### src/rtl/reg_share_pkg.sv
// Shared definitions for the register-sharing arbiter: FSM states, sizing
// constants and the round-robin winner search.
package reg_share_pkg;

  localparam int NREQ = 4;
  localparam int DW   = 8;

  typedef enum logic [1:0] {
    IDLE  = 2'd0,
    GRANT = 2'd1,
    ACKS  = 2'd2
  } state_t;

  // First set request bit found scanning upward from ptr, wrapping at NREQ.
  function automatic logic [1:0] rr_winner(input logic [NREQ-1:0] req,
                                           input logic [1:0]      ptr);
    logic [1:0] idx;
    logic       found;
    rr_winner = ptr;
    found     = 1'b0;
    for (int i = 0; i < NREQ; i++) begin
      idx = ptr + 2'(i);
      if (!found && req[idx]) begin
        rr_winner = idx;
        found     = 1'b1;
      end
    end
  endfunction

endpackage

### src/rtl/load_reg8.sv
// Shared data register: asynchronous active-low clear, synchronous load enable.
module load_reg8 #(
  parameter int W = reg_share_pkg::DW
) (
  input  logic         clk,
  input  logic         rst_n,
  input  logic         load,
  input  logic [W-1:0] d,
  output logic [W-1:0] q
);

  // NOTE: sequential state uses non-blocking assignments so every register
  // samples pre-edge values, regardless of block ordering in simulation.
  always_ff @(posedge clk or negedge rst_n) begin
    if (!rst_n)    q <= '0;
    else if (load) q <= d;
  end

endmodule

### src/rtl/reg_share_arbiter.sv
// Round-robin arbiter granting NREQ requesters write access to one shared
// register; each write takes GRANT then ACKS, with an abort path back to IDLE.
module reg_share_arbiter #(
  parameter int DW   = reg_share_pkg::DW,
  parameter int NREQ = reg_share_pkg::NREQ
) (
  input  logic                 CLK,
  input  logic                 CLRn,
  input  logic [NREQ-1:0]      REQ,
  input  logic [NREQ*DW-1:0]   DIN,
  output logic [NREQ-1:0]      GNT,
  output logic [NREQ-1:0]      ACK,
  output logic [DW-1:0]        OUT,
  output logic [1:0]           OWNER,
  output logic                 BUSY,
  output logic [7:0]           WR_CNT
);
  import reg_share_pkg::*;

  localparam logic [NREQ-1:0] ONE = NREQ'(1);

  state_t          state, next_state;
  logic [1:0]      win_q, win_d;
  logic [1:0]      ptr;
  logic [NREQ-1:0] gnt_d, ack_d;
  logic            load;

  always_ff @(posedge CLK or negedge CLRn) begin
    if (!CLRn) state <= IDLE;
    else       state <= next_state;
  end

  // NOTE: every combinational output gets a default first, so no path
  // through the case leaves a value unassigned and no latch is inferred.
  always_comb begin
    next_state = state;
    win_d      = win_q;
    case (state)
      IDLE: begin
        if (|REQ) begin
          next_state = GRANT;
          win_d      = rr_winner(REQ, ptr);
        end
      end
      GRANT:   next_state = REQ[win_q] ? ACKS : IDLE;
      ACKS:    next_state = IDLE;
      default: next_state = IDLE;
    endcase
  end

  // Next values of the registered outputs; only REQ[win_q] matters in GRANT.
  always_comb begin
    gnt_d = '0;
    ack_d = '0;
    load  = 1'b0;
    case (state)
      IDLE:  if (|REQ) gnt_d = ONE << win_d;
      GRANT: begin
        if (REQ[win_q]) begin
          load  = 1'b1;
          ack_d = ONE << win_q;
        end
      end
      default: ;
    endcase
  end

  always_ff @(posedge CLK or negedge CLRn) begin
    if (!CLRn) begin
      GNT    <= '0;
      ACK    <= '0;
      BUSY   <= 1'b0;
      win_q  <= '0;
      ptr    <= '0;
      OWNER  <= '0;
      WR_CNT <= '0;
    end else begin
      GNT   <= gnt_d;
      ACK   <= ack_d;
      BUSY  <= (next_state != IDLE);
      win_q <= win_d;
      if (load) begin
        ptr    <= win_q + 2'd1;
        OWNER  <= win_q;
        WR_CNT <= WR_CNT + 8'd1;
      end
    end
  end

  load_reg8 #(.W(DW)) u_shared (
    .clk   (CLK),
    .rst_n (CLRn),
    .load  (load),
    .d     (DIN[win_q*DW +: DW]),
    .q     (OUT)
  );

  a_gnt_onehot: assert property (@(posedge CLK) disable iff (!CLRn) $onehot0(GNT));
  a_ack_onehot: assert property (@(posedge CLK) disable iff (!CLRn) $onehot0(ACK));
  a_no_overlap: assert property (@(posedge CLK) disable iff (!CLRn) !((|GNT) && (|ACK)));
  a_busy_state: assert property (@(posedge CLK) disable iff (!CLRn) BUSY == (state != IDLE));

endmodule

### config.mk
export PLATFORM = sky130hd
export DESIGN_NAME = reg_share_arbiter
export DESIGN_NICKNAME = d
export VERILOG_FILES = /design/src/rtl/reg_share_pkg.sv /design/src/rtl/load_reg8.sv /design/src/rtl/reg_share_arbiter.sv
export SDC_FILE = /design/constraint.sdc
export NUM_CORES = 1
export LEC_CHECK = 0
export CORE_MARGIN = 3
export CORE_UTILIZATION = 43
export CTS_CLUSTER_SIZE = 24
export DETAILED_ROUTE_END_ITERATION = 10
export PLACE_DENSITY_LB_ADDON = 0.25
export SLEW_MARGIN = 15
export SYNTH_ARGS = -nofsm -noshare
export SYNTH_HDL_FRONTEND = slang
export SYNTH_HIERARCHICAL = 1
export SYNTH_SLANG_ARGS = --single-unit
### constraint.sdc
create_clock -name CLK -period 2.3 [get_ports CLK]
set_clock_uncertainty 0.1 [all_clocks]
set_input_delay 0.23 -clock CLK [delete_from_list [all_inputs] [get_ports CLK]]
set_output_delay 0.23 -clock CLK [all_outputs]
set_load 0.005 [all_outputs]
==> results.txt <==
----------------------------------------------------
[CTS]
  Total clock buffers created by CTS ... 5
  Count of cells resized by post-cts repair ... 0
  H-tree levels ... 2
  Cts-stage hold buffer count ... 0
  Number of buffers on the longest clock path ... 2
  TritonCTS clock tree ... done
  Clock transition at path regs ... 0.06 ns
  TritonCTS sink count ... 33
  Number of post-CTS setup repair buffers ... 0
  Buffer type at the clock tree root ... clkbuf_8
  Clock network latency to the later pin of the worst-skew pair ... 0.28 ns

[Floorplanning]
  Die span in y ... 68.7 µm
  Initial Util ... 45.4%
  Area of the core ... 3720 µm²
  Die area ... 4710 µm²
  Top-level port count ... 65
  Total number of placement rows ... 22
  Width of the die ... 68.7 µm

[Global route]
  Largest net degree at the start of global routing ... 34
  GRT Total Usage ... 17.3%
  Global-route wire length before repair ... 5.91 mm
  Congestion Overflow GR ... 0
  Antenna violations before repair ... 0
  Via count of the first global-routing pass ... 1284

[Timing]
  Number of slew-limit violations in the final report ... 0
  Relative max-transition margin ... 72.1%
  Final hold violation count ... 0
  TNS Setup ... 0 ns
  Minimum clock period ... 1.75 ns
  Final critical-path share of the clock period ... 76.2%
  Actual slew at the worst max-slew pin ... 0.406 ns
  Unrepaired setup endpoints after global routing ... no
  Total setup violations reported at the end of the flow ... 0
  Max Fclk ... 570 MHz

[Synth]
  Flop and latch count out of synthesis ... 33
  Combinational family with the most area after synthesis ... multiplexers
  Synthesized-area fraction occupied by and/or/nand/nor cells ... 12.3%
  Post-Synthesis Net Count ... 166
  Count of flip-flops with a built-in enable after synthesis ... 0
  Part of the Yosys area used for sequential elements ... 48.9%
  Syn avg cell area ... 13.7 µm²
  Area of the mapped netlist ... 1690 µm²
  Number of synthesis warnings ... 6
  Synthesized-area fraction occupied by adder cells ... 3.71%
  Gate count after technology mapping ... 123
  Compound-Gate Fraction of Synth Area ... 6.30%
  Most common flop cell mapped by yosys ... dfrtp_1
  Xor and xnor area share after synthesis ... 4.08%
  Multiplexer share of the synthesized area ... 21.9%
  Count of distinct cell types in the synthesized netlist ... 36
  Asr flop ratio synth ... 100%

[Placement]
  Number of buffers added on ports ... 64
  Half-perimeter wire length after placement ... 2.80 mm
  Final weighted congestion in routability-driven placement ... 0.766
  Placed cell count ... 235

[Final layout]
  Share of final-layout standard cells stronger than drive strength 1 ... 18.6%
  Layout Utilization ... 66.9%
  Most common cell after layout, fill and taps aside ... clkdlybuf4s50_1
  Cell Count, Final, Fillers Out ... 242
  Layout overhead on the synthesized area ... 47.3%
  Count of filler cells inserted in the layout ... 294
  Number of diodes ... 0
  Commonest cells after routing, fill and taps aside ... 64 x clkdlybuf4s50_1, 33 x dfrtp_1, 9 x mux2_4
  Post-layout nets ... 237

[Drt]
  Via density ... 5.17
  Number of nets with antenna violations after detailed routing ... 0
  Number of detailed-route iterations in the first pass ... 4
  Vias post-DR ... 1251
  Remaining DRCs ... 0
  Drt total wl ... 3.74 mm
  Routed length per placed instance ... 15.4 µm
  Violation count after the first detailed-route iteration ... 57

[Pwr]
  NetSw ... 0.927 mW
  Power share of the combinational group ... 51.0%
  Total power of the final layout ... 2.92 mW
  Clock share of power ... 14.4%
  Internal power contribution ... 1.99 mW
  Sequential cell fraction of total power ... 34.6%
  Worst IR drop on VDD ... 505 µV
  Reported leakage power ... 1.06 nW
  Switching Fraction ... 31.8%
  PD cells ... 1170 nW/µm²

[Setup path]
  Family of cells with the greatest summed delay on the critical path ... multiplexers
  Critical path cell sequence ... buf_4, mux4_2, mux2_4
  Critical Path Sink Type ... flop
  Worst Path Class, Setup ... flop to flop
  Longest individual stage delay on the worst path ... 0.53 ns
  Biggest fanout along the worst timing path ... 12
  Data arrival at the endpoint of the critical path ... 1.81 ns
  Buffers and inverters on the worst path ... 1
  Worst endpoint required time ... 2.36 ns
  CP max stage cell ... mux4_2
  Critical Path Source Type ... flop

[Worst hold path]
  Worst Hold Class ... input pin to asynchronous set/reset pin

[Run]
  Number of max-capacitance violations reported ... 0

[Status]
  Run status ... completed

----------------------------------------------------
[stage by stage]
stage | worst slack, ns | cell area (µm²) | hold WS [ns]
detailed placement | 0.338 | 2400 | 0.367
global route | 0.474 | 2490 | 0.303
global placement | 0.397 | 2400 | 0.363
floorplan | 0.549 | 1690 | -0.166
finish | 0.547 | 2490 | 0.252
CTS | 0.537 | 2490 | 0.269
[kinds of logic after synthesis]
kind of cell               after synthesis
and+or+nand+nor                         35
adders and majority gates                5
muxes                                   22
xor gates and xnor gates                 7
DFF                                     33
AOI/OAI and AO/OA                       13
buffers and inverters                    8
[area by class of cell]
| cell class | count | area [µm²] | area share [%] |
|---|---|---|---|
| flip-flops and latches | 33 | 826 | 33.2 |
| well taps | 48 | 60.1 | 2.42 |
| inverters | 4 | 15.0 | 0.604 |
| repair buffers | 68 | 683 | 27.5 |
| multi-input cells | 82 | 816 | 32.8 |
| clock buffers | 7 | 86.3 | 3.47 |
[state kept, by name (all words and copies together) (netlist names)]
register,count
ACK,4
BUSY,1
GNT,4
OWNER,2
WR_CNT,8
ptr,2
state,2
u_shared/q,8
win_q,2
[worst paths after layout]
| kind | start | to | slack, ns | depth (start not counted) |
|---|---|---|---|---|
| setup / recovery | win_q[0] | u_shared/q[2] | 0.55 | 3 |
| min in group CLK | WR_CNT[7] | WR_CNT[7] | 0.37 | 1 |
| max in group asynchronous | CLRn | GNT[3] | 1.56 | 2 |
| hold reg to reg | WR_CNT[7] | WR_CNT[7] | 0.37 | 1 |
| hold / removal | CLRn | WR_CNT[5] | 0.25 | 2 |
| setup reg to reg | win_q[0] | u_shared/q[2] | 0.55 | 3 |
[Yosys cell counts (all sizes together), types with 3 or more instances]
library cell | n | area [µm²]
nor3b | 3 | 27.5
dfrtp | 33 | 826
nand2 | 3 | 13.8
inv | 4 | 15.0
nor2b | 4 | 25.0
nor2 | 7 | 26.3
xnor2 | 6 | 60.1
and2 | 5 | 31.3
and3 | 3 | 18.8
nand4 | 5 | 31.3
buf | 3 | 27.5
ha | 5 | 62.6
mux4 | 8 | 180
mux2 | 13 | 180
a21oi | 4 | 23.8
[worst reg2reg max path, delay by kind of cell, from the launching register on]
kind,cells,cell delay [ns]
multiplexers,2,0.80
flip-flops,1,0.46
buffers and inverters,1,0.28
[power by group through the flow]
stage | combinational [mW] | clock (mW) | sequential (mW)
after global routing | 1.62 | 0.459 | 1.04
after detailed placement | 1.50 | 0 | 1.02
after global placement | 1.45 | 0 | 1.01
after CTS | 1.50 | 0.434 | 1.01
final | 1.49 | 0.418 | 1.01
after floorplan | 0.859 | 0 | 1.01
[metal layers]
| metal | part of all wire, % | vias up | track usage [%] | routed length (µm) |
|---|---|---|---|---|
| li1 | - | 587 | - | - |
| met1 | 39 | 612 | 18.5 | 1470 |
| met2 | 50 | 46 | 30.9 | 1870 |
| met3 | 8.9 | 6 | 5.19 | 331 |
| met4 | 1.9 | 0 | 7.94 | 70 |
| met5 | 0 | - | 0 | 0 |
Power figures use the tool's default switching activity.
